$ cat src/rtl/nfca_rx_bitdec_pkg.sv
// Shared types for the ISO14443A PICC->PCD bit decoder: FSM states, Manchester
// symbols and the symbol classifier used by nfca_rx_bitdec.
package nfca_pkg;

  localparam int NFCA_SAMPLES_PER_BIT = 24;

  typedef enum logic [1:0] {
    IDLE = 2'd0,
    SOF  = 2'd1,
    DATA = 2'd2
  } nfca_rxdec_state_t;

  typedef enum logic [1:0] {
    SYM_D = 2'd0,
    SYM_E = 2'd1,
    SYM_F = 2'd2,
    SYM_X = 2'd3
  } nfca_sym_t;

  function automatic nfca_sym_t nfca_sym(input logic first_mod, input logic second_mod);
    nfca_sym_t s;
    case ({first_mod, second_mod})
      2'b10:   s = SYM_D;
      2'b01:   s = SYM_E;
      2'b00:   s = SYM_F;
      default: s = SYM_X;
    endcase
    return s;
  endfunction

endpackage

$ cat src/rtl/nfca_rx_bitdec_halfbit_win.sv
// Half-bit window: counts sample strobes and modulated samples, and classes the
// window as modulated on the strobe that closes it (closing sample included).
module nfca_rx_halfbit_win #(
  parameter int HALF_SAMPLES = 12,
  parameter int MOD_THRESH   = 4
) (
  input  logic clk,
  input  logic rstn,
  input  logic clr,
  input  logic rx_ask_en,
  input  logic rx_ask,
  output logic half_done,
  output logic half_mod
);

  localparam int WCW = $clog2(HALF_SAMPLES);

  logic [WCW-1:0] r_wcnt;
  logic [3:0]     r_mcnt;
  logic [3:0]     w_mcnt_fin;
  logic           w_last;

  // mcnt saturates at 15 so long windows cannot wrap back under the threshold
  assign w_mcnt_fin = (rx_ask && (r_mcnt != 4'hF)) ? r_mcnt + 4'd1 : r_mcnt;
  assign w_last     = (r_wcnt == WCW'(HALF_SAMPLES - 1));
  assign half_done  = rx_ask_en && w_last && !clr;
  assign half_mod   = (w_mcnt_fin >= 4'(MOD_THRESH));

  always_ff @(posedge clk or negedge rstn) begin
    if (!rstn) begin
      r_wcnt <= '0;
      r_mcnt <= '0;
    end else if (clr) begin
      r_wcnt <= '0;
      r_mcnt <= '0;
    end else if (rx_ask_en) begin
      if (w_last) begin
        r_wcnt <= '0;
        r_mcnt <= '0;
      end else begin
        r_wcnt <= r_wcnt + 1'b1;
        r_mcnt <= w_mcnt_fin;
      end
    end
  end

endmodule

$ cat src/rtl/nfca_rx_bitdec.sv
// ISO14443A PICC->PCD Manchester bit decoder (SOF / data / EOF / collision).
// Build option: define NFCA_RX_COLLISION_EN to report X symbols as collision bits.
module nfca_rx_bitdec
  import nfca_pkg::*;
#(
  parameter int HALF_SAMPLES = NFCA_SAMPLES_PER_BIT / 2,
  parameter int MOD_THRESH   = 4,
  parameter int MAX_BITS     = 4095
) (
  input  logic        clk,
  input  logic        rstn,
  input  logic        rx_on,
  input  logic        rx_ask_en,
  input  logic        rx_ask,
  output logic        rx_sof,
  output logic        rx_bit_en,
  output logic        rx_bit,
  output logic        rx_bit_col,
  output logic        rx_end,
  output logic        rx_end_err,
  output logic [11:0] rx_bit_cnt,
  output logic [1:0]  dbg_state
);

  nfca_rxdec_state_t r_state, w_nxt_state;
  logic        r_half, w_nxt_half;
  logic        r_first_mod, w_nxt_first_mod;
  logic        r_sof, w_nxt_sof;
  logic        r_bit_en, w_nxt_bit_en;
  logic        r_bit, w_nxt_bit;
  logic        r_col, w_nxt_col;
  logic        r_end, w_nxt_end;
  logic        r_end_err, w_nxt_end_err;
  logic [11:0] r_cnt, w_nxt_cnt;
  logic        w_clr, w_half_done, w_half_mod, w_full;
  nfca_sym_t   w_sym;

  // In IDLE the window is held clear until the first modulated sample, which
  // then becomes sample 0 of the SOF first half.
  assign w_clr  = !rx_on || ((r_state == IDLE) && !(rx_ask_en && rx_ask));
  assign w_sym  = nfca_sym(r_first_mod, w_half_mod);
  assign w_full = (r_cnt == 12'(MAX_BITS));

  nfca_rx_halfbit_win #(
    .HALF_SAMPLES(HALF_SAMPLES),
    .MOD_THRESH  (MOD_THRESH)
  ) u_win (
    .clk      (clk),
    .rstn     (rstn),
    .clr      (w_clr),
    .rx_ask_en(rx_ask_en),
    .rx_ask   (rx_ask),
    .half_done(w_half_done),
    .half_mod (w_half_mod)
  );

  always_comb begin
    w_nxt_state     = r_state;
    w_nxt_half      = r_half;
    w_nxt_first_mod = r_first_mod;
    w_nxt_sof       = 1'b0;
    w_nxt_bit_en    = 1'b0;
    w_nxt_bit       = r_bit;
    w_nxt_col       = r_col;
    w_nxt_end       = 1'b0;
    w_nxt_end_err   = r_end_err;
    w_nxt_cnt       = r_cnt;
    if (!rx_on) begin
      w_nxt_state = IDLE;
      w_nxt_half  = 1'b0;
      if (r_state == DATA) begin
        w_nxt_end     = 1'b1;
        w_nxt_end_err = 1'b1;
      end
    end else begin
      case (r_state)
        IDLE: begin
          w_nxt_half = 1'b0;
          if (rx_ask_en && rx_ask) w_nxt_state = SOF;
        end
        SOF, DATA: begin
          if (w_half_done) begin
            if (!r_half) begin
              w_nxt_first_mod = w_half_mod;
              w_nxt_half      = 1'b1;
            end else begin
              w_nxt_half = 1'b0;
              if (r_state == SOF) begin
                if (w_sym == SYM_D) begin
                  w_nxt_sof   = 1'b1;
                  w_nxt_cnt   = '0;
                  w_nxt_state = DATA;
                end else begin
                  w_nxt_state = IDLE;
                end
              end else if (w_sym == SYM_F) begin
                w_nxt_end     = 1'b1;
                w_nxt_end_err = (r_cnt == '0);
                w_nxt_state   = IDLE;
              end else if (w_full) begin
                w_nxt_end     = 1'b1;
                w_nxt_end_err = 1'b1;
                w_nxt_state   = IDLE;
              end else if (w_sym == SYM_X) begin
`ifdef NFCA_RX_COLLISION_EN
                w_nxt_bit_en = 1'b1;
                w_nxt_bit    = 1'b1;
                w_nxt_col    = 1'b1;
                w_nxt_cnt    = r_cnt + 12'd1;
`else
                w_nxt_end     = 1'b1;
                w_nxt_end_err = 1'b1;
                w_nxt_state   = IDLE;
`endif
              end else begin
                w_nxt_bit_en = 1'b1;
                w_nxt_bit    = (w_sym == SYM_D);
                w_nxt_col    = 1'b0;
                w_nxt_cnt    = r_cnt + 12'd1;
              end
            end
          end
        end
        default: w_nxt_state = IDLE;
      endcase
    end
  end

  always_ff @(posedge clk or negedge rstn) begin
    if (!rstn) begin
      r_state     <= IDLE;
      r_half      <= 1'b0;
      r_first_mod <= 1'b0;
      r_sof       <= 1'b0;
      r_bit_en    <= 1'b0;
      r_bit       <= 1'b0;
      r_col       <= 1'b0;
      r_end       <= 1'b0;
      r_end_err   <= 1'b0;
      r_cnt       <= '0;
    end else begin
      r_state     <= w_nxt_state;
      r_half      <= w_nxt_half;
      r_first_mod <= w_nxt_first_mod;
      r_sof       <= w_nxt_sof;
      r_bit_en    <= w_nxt_bit_en;
      r_bit       <= w_nxt_bit;
      r_col       <= w_nxt_col;
      r_end       <= w_nxt_end;
      r_end_err   <= w_nxt_end_err;
      r_cnt       <= w_nxt_cnt;
    end
  end

  assign rx_sof     = r_sof;
  assign rx_bit_en  = r_bit_en;
  assign rx_bit     = r_bit;
  assign rx_end     = r_end;
  assign rx_end_err = r_end_err;
  assign rx_bit_cnt = r_cnt;
  assign dbg_state  = r_state;
`ifdef NFCA_RX_COLLISION_EN
  assign rx_bit_col = r_col;
`else
  assign rx_bit_col = 1'b0;
  logic w_unused_col;
  assign w_unused_col = r_col;
`endif

endmodule

$ cat config.mk
export PLATFORM = sky130hd
export DESIGN_NAME = nfca_rx_bitdec
export DESIGN_NICKNAME = d
export VERILOG_FILES = /design/src/rtl/nfca_rx_bitdec_pkg.sv /design/src/rtl/nfca_rx_bitdec_halfbit_win.sv /design/src/rtl/nfca_rx_bitdec.sv
export SDC_FILE = /design/constraint.sdc
export NUM_CORES = 1
export LEC_CHECK = 0
export ABC_CLOCK_PERIOD_IN_PS = 6800
export BUFFER_PORTS_ARGS = -buffer_cell sky130_fd_sc_hd__buf_2
export CAP_MARGIN = 10
export CORE_MARGIN = 2
export CORE_UTILIZATION = 61
export CTS_CLUSTER_DIAMETER = 150
export DETAILED_ROUTE_END_ITERATION = 8
export PLACE_DENSITY_LB_ADDON = 0.08
export REMOVE_ABC_BUFFERS = 1
export SKIP_LAST_GASP = 1
export SYNTH_ARGS = -nofsm -noshare
export SYNTH_HDL_FRONTEND = slang
export SYNTH_SLANG_ARGS = --single-unit
export TNS_END_PERCENT = 20
$ cat constraint.sdc
create_clock -name clk -period 6.8 [get_ports clk]
set_input_delay 0.68 -clock clk [delete_from_list [all_inputs] [get_ports clk]]
set_output_delay 0.68 -clock clk [all_outputs]
set_load 0.05 [all_outputs]
==> flow_summary.yaml <==
outcome:
  outcome: "finished, final reports clean"
yosys:
  synth_area_leader_cell: "dfrtp_1"
  synth_cell_types: 56
  synth_compound_area_frac: 0.1854
  synth_top_family_by_area: "simple AND/OR/NAND/NOR gates"
  synthFlopType: "dfrtp_1"
  synth_area_leaders: "dfrtp_1 (39%), ha_1 (7.4%), nand3_1 (5.1%), nor2_1 (3.6%), nand2_1 (2.8%)"
  async_flop_share: 1.000
  netlist_instances: 201
  avgSynthCellArea_um2: 9.269
  yosysTopAreaCellShare: 0.3895
  synthSimpleGateAreaFrac: 0.2700
  synth-edff-count: 0
  synth_fa_ha_area_frac: 0.07388
  synth_mux_area_frac: 0.02283
  ys.warnings.count: 0
  syn_area_um2: 1863
  synthXorXnorAreaFrac: 0.009402
  ys_ff_latch: 29
  ys_seq_area_frac: 0.3895
pwr:
  fin_total_pwr_mw: 0.3749
  ir_worst_vdd_v: 0.0001076
  p_leak_nw: 0.9255
  powerDensity_nw_per_um2: 185.2
routing:
  drc: 0
  drt-total-wl_um: 4028
  wire_per_inst_um: 15.73
  drtIter0Drc: 59
  routed-via-count: 1647
  via_per_inst: 6.434
  first_pass_iters: 4
  ant_nets: 0
timing:
  fin_crit_ps: 2895
  rsz0062_at_grt: "false"
  max_freq_ghz: 0.3454
  fin_crit_sh: 0.4257
  fin_worst_skew_ps: 3.529
  finalHoldViolations: 0
  worst_slew_pin_slew_ps: 807.4
  drv_slew: 0
  tns_ps: 0
  max_slew_margin: 0.4617
  setup_viol: 0
worst_setup_path:
  r2r_slack_ps: 3900
  path_class: "reg -> reg"
  start_kind: "register"
  crit_path_end_kind: "register"
  cp.required_ps: 7030
  worstPathMaxFanout: 22
  worstPathArrival_ps: 3120
floorplanning:
  num_rows: 20
  io_pins: 25
  core_um2: 2978
  start_util: 0.6256
  die_area_um2: 3512
  die_x_um: 59.27
  fp.dieH_um: 59.27
hold_path:
  min_path_type: "in -> async"
clock_network:
  post_cts_resized: 0
  numClockSinks: 29
  hold_buffers: 0
  clk_latency_ps: 340
  cts-htree-levels: 2
  cts_buffers: 5
  cts_tree: "done"
  clk_pin_slew_ps: 90
  root_buffer: "clkbuf_4"
  cts_setup_buffers: 0
  clockBufferDepth: 2
global_route:
  grt_overflow_total: 0
  grt_start_max_net_pins: 30
  grt_pass1_wl_um: 6920
  grt_usage: 0.2604
  grt_pass1_vias: 1475
  grt_antenna_before_repair: 0
placed_design:
  portBuffers: 23
  place_area_um2: 1969
  dp_hpwl_um: 2889
  place_congestion: 0.8816
cells_and_area:
  drive_above_1_share: 0.1883
  final_area_um2: 2024
  antennaDiodeCount: 0
  fin_nets: 239
  area_growth_pct: 8.663
run:
  drv_cap: 0
placed cells by master (no fill, tap or decap), types with 3 or more instances in the layout:
cell type  count
nor3_1         8
a21oi_1       10
or3_1          4
a31oi_1        5
nand3_1       19
o41ai_2        3
o22a_1         6
dfrtp_1       29
ha_1          11
buf_2         23
nand4_1        4
nor2_1        18
o21ai_0        7
nand2_1       14
inv_1         10
nor2b_1        4
clkbuf_4       5
cells by family (layout without fill, tap and decap cells):
group | count (synthesis) | in the layout
and+or+nand+nor | 90 | 90
AOI/OAI and AO/OA | 46 | 46
DFF | 29 | 29
buffers and inverters | 18 | 40
adders and majority gates | 11 | 11
muxes | 4 | 4
xor gates and xnor gates | 2 | 2
other | 1 | 1
flip-flops by register name, indices dropped and copies added (netlist names):
signal,cells
rx_bit,1
rx_sof,1
rx_end_err,1
u_win.r_mcnt,4
rx_end,1
rx_bit_cnt,12
rx_bit_en,1
r_first_mod,1
r_half,1
u_win.r_wcnt,4
dbg_state,2
worst paths after layout:
check,from,end,cells past startpoint
max reg2reg,u_win.r_mcnt[0]$_DFFE_PN0P_,rx_bit_cnt[0]$_DFFE_PN0P_,11
min,rstn,rx_bit_cnt[11]$_DFFE_PN0P_,1
max,u_win.r_mcnt[0]$_DFFE_PN0P_,rx_bit_cnt[0]$_DFFE_PN0P_,11
min reg2reg,rx_bit$_DFFE_PN0P_,rx_bit$_DFFE_PN0P_,1
max in group asynchronous,rstn,u_win.r_mcnt[2]$_DFFE_PN0P_,1
min in group clk,rx_bit$_DFFE_PN0P_,rx_bit$_DFFE_PN0P_,1
metrics by stage:
step	hold slack, ps	cells	worst slack (ps)	util
6_report	361.4	256	3905	0.6798
5_1_grt	406.3	256	3656	0.6798
4_1_cts	373.2	256	3906	0.6798
3_5_place_dp	472.8	249	3798	0.6613
3_3_place_gp	466.8	249	3894	0.6613
2_1_floorplan	384.4	193	4148	-
critical path, cell delays in order, from the launching register on:
cell and delay [ps]:
dfrtp_1 410, ha_1 290, nand3_1 150, nor2_1 60, o21bai_1 200, inv_1 100, ha_1 230, nor2_1 100
a21oi_1 50, or4_4 670, o21bai_1 240, mux2_2 290
power by group:
group | internal [mW] | switching, mW | leakage (nW)
Sequential | 0.176 | 0.00516 | 0.393
Clock | 0.0487 | 0.0604 | 0.0314
Combinational | 0.0250 | 0.0593 | 0.501
layer usage:
layer | part of all wire | up-vias | global-route usage
li1 | - | 790 | -
met1 | 0.46 | 788 | 0.3455
met2 | 0.47 | 63 | 0.4160
met3 | 0.057 | 6 | 0.06769
met4 | 0.011 | 0 | 0.08117
met5 | 0 | - | 0
Yosys cell counts (3+ instances only):
master,count
dfrtp_1,29
nand3_1,19
nor2_1,18
nand2_1,14
ha_1,11
a21oi_1,10
inv_1,10
nor3_1,8
o21ai_0,7
o22a_1,6
a31oi_1,5
nand4_1,4
nor2b_1,4
or3_1,4
buf_4,3
o41ai_2,3
layout make-up:
| type | count | area [um^2] |
|---|---|---|
| timing repair buffer | 23 | 115.1 |
| clock buffer | 7 | 55.05 |
| fill | 253 | 953.4 |
| sequential | 29 | 725.7 |
| multi-input combinational | 154 | 1050 |
| inverter | 10 | 37.54 |
| tap | 33 | 41.29 |
Note: power is estimated with default switching activity, not from simulation.
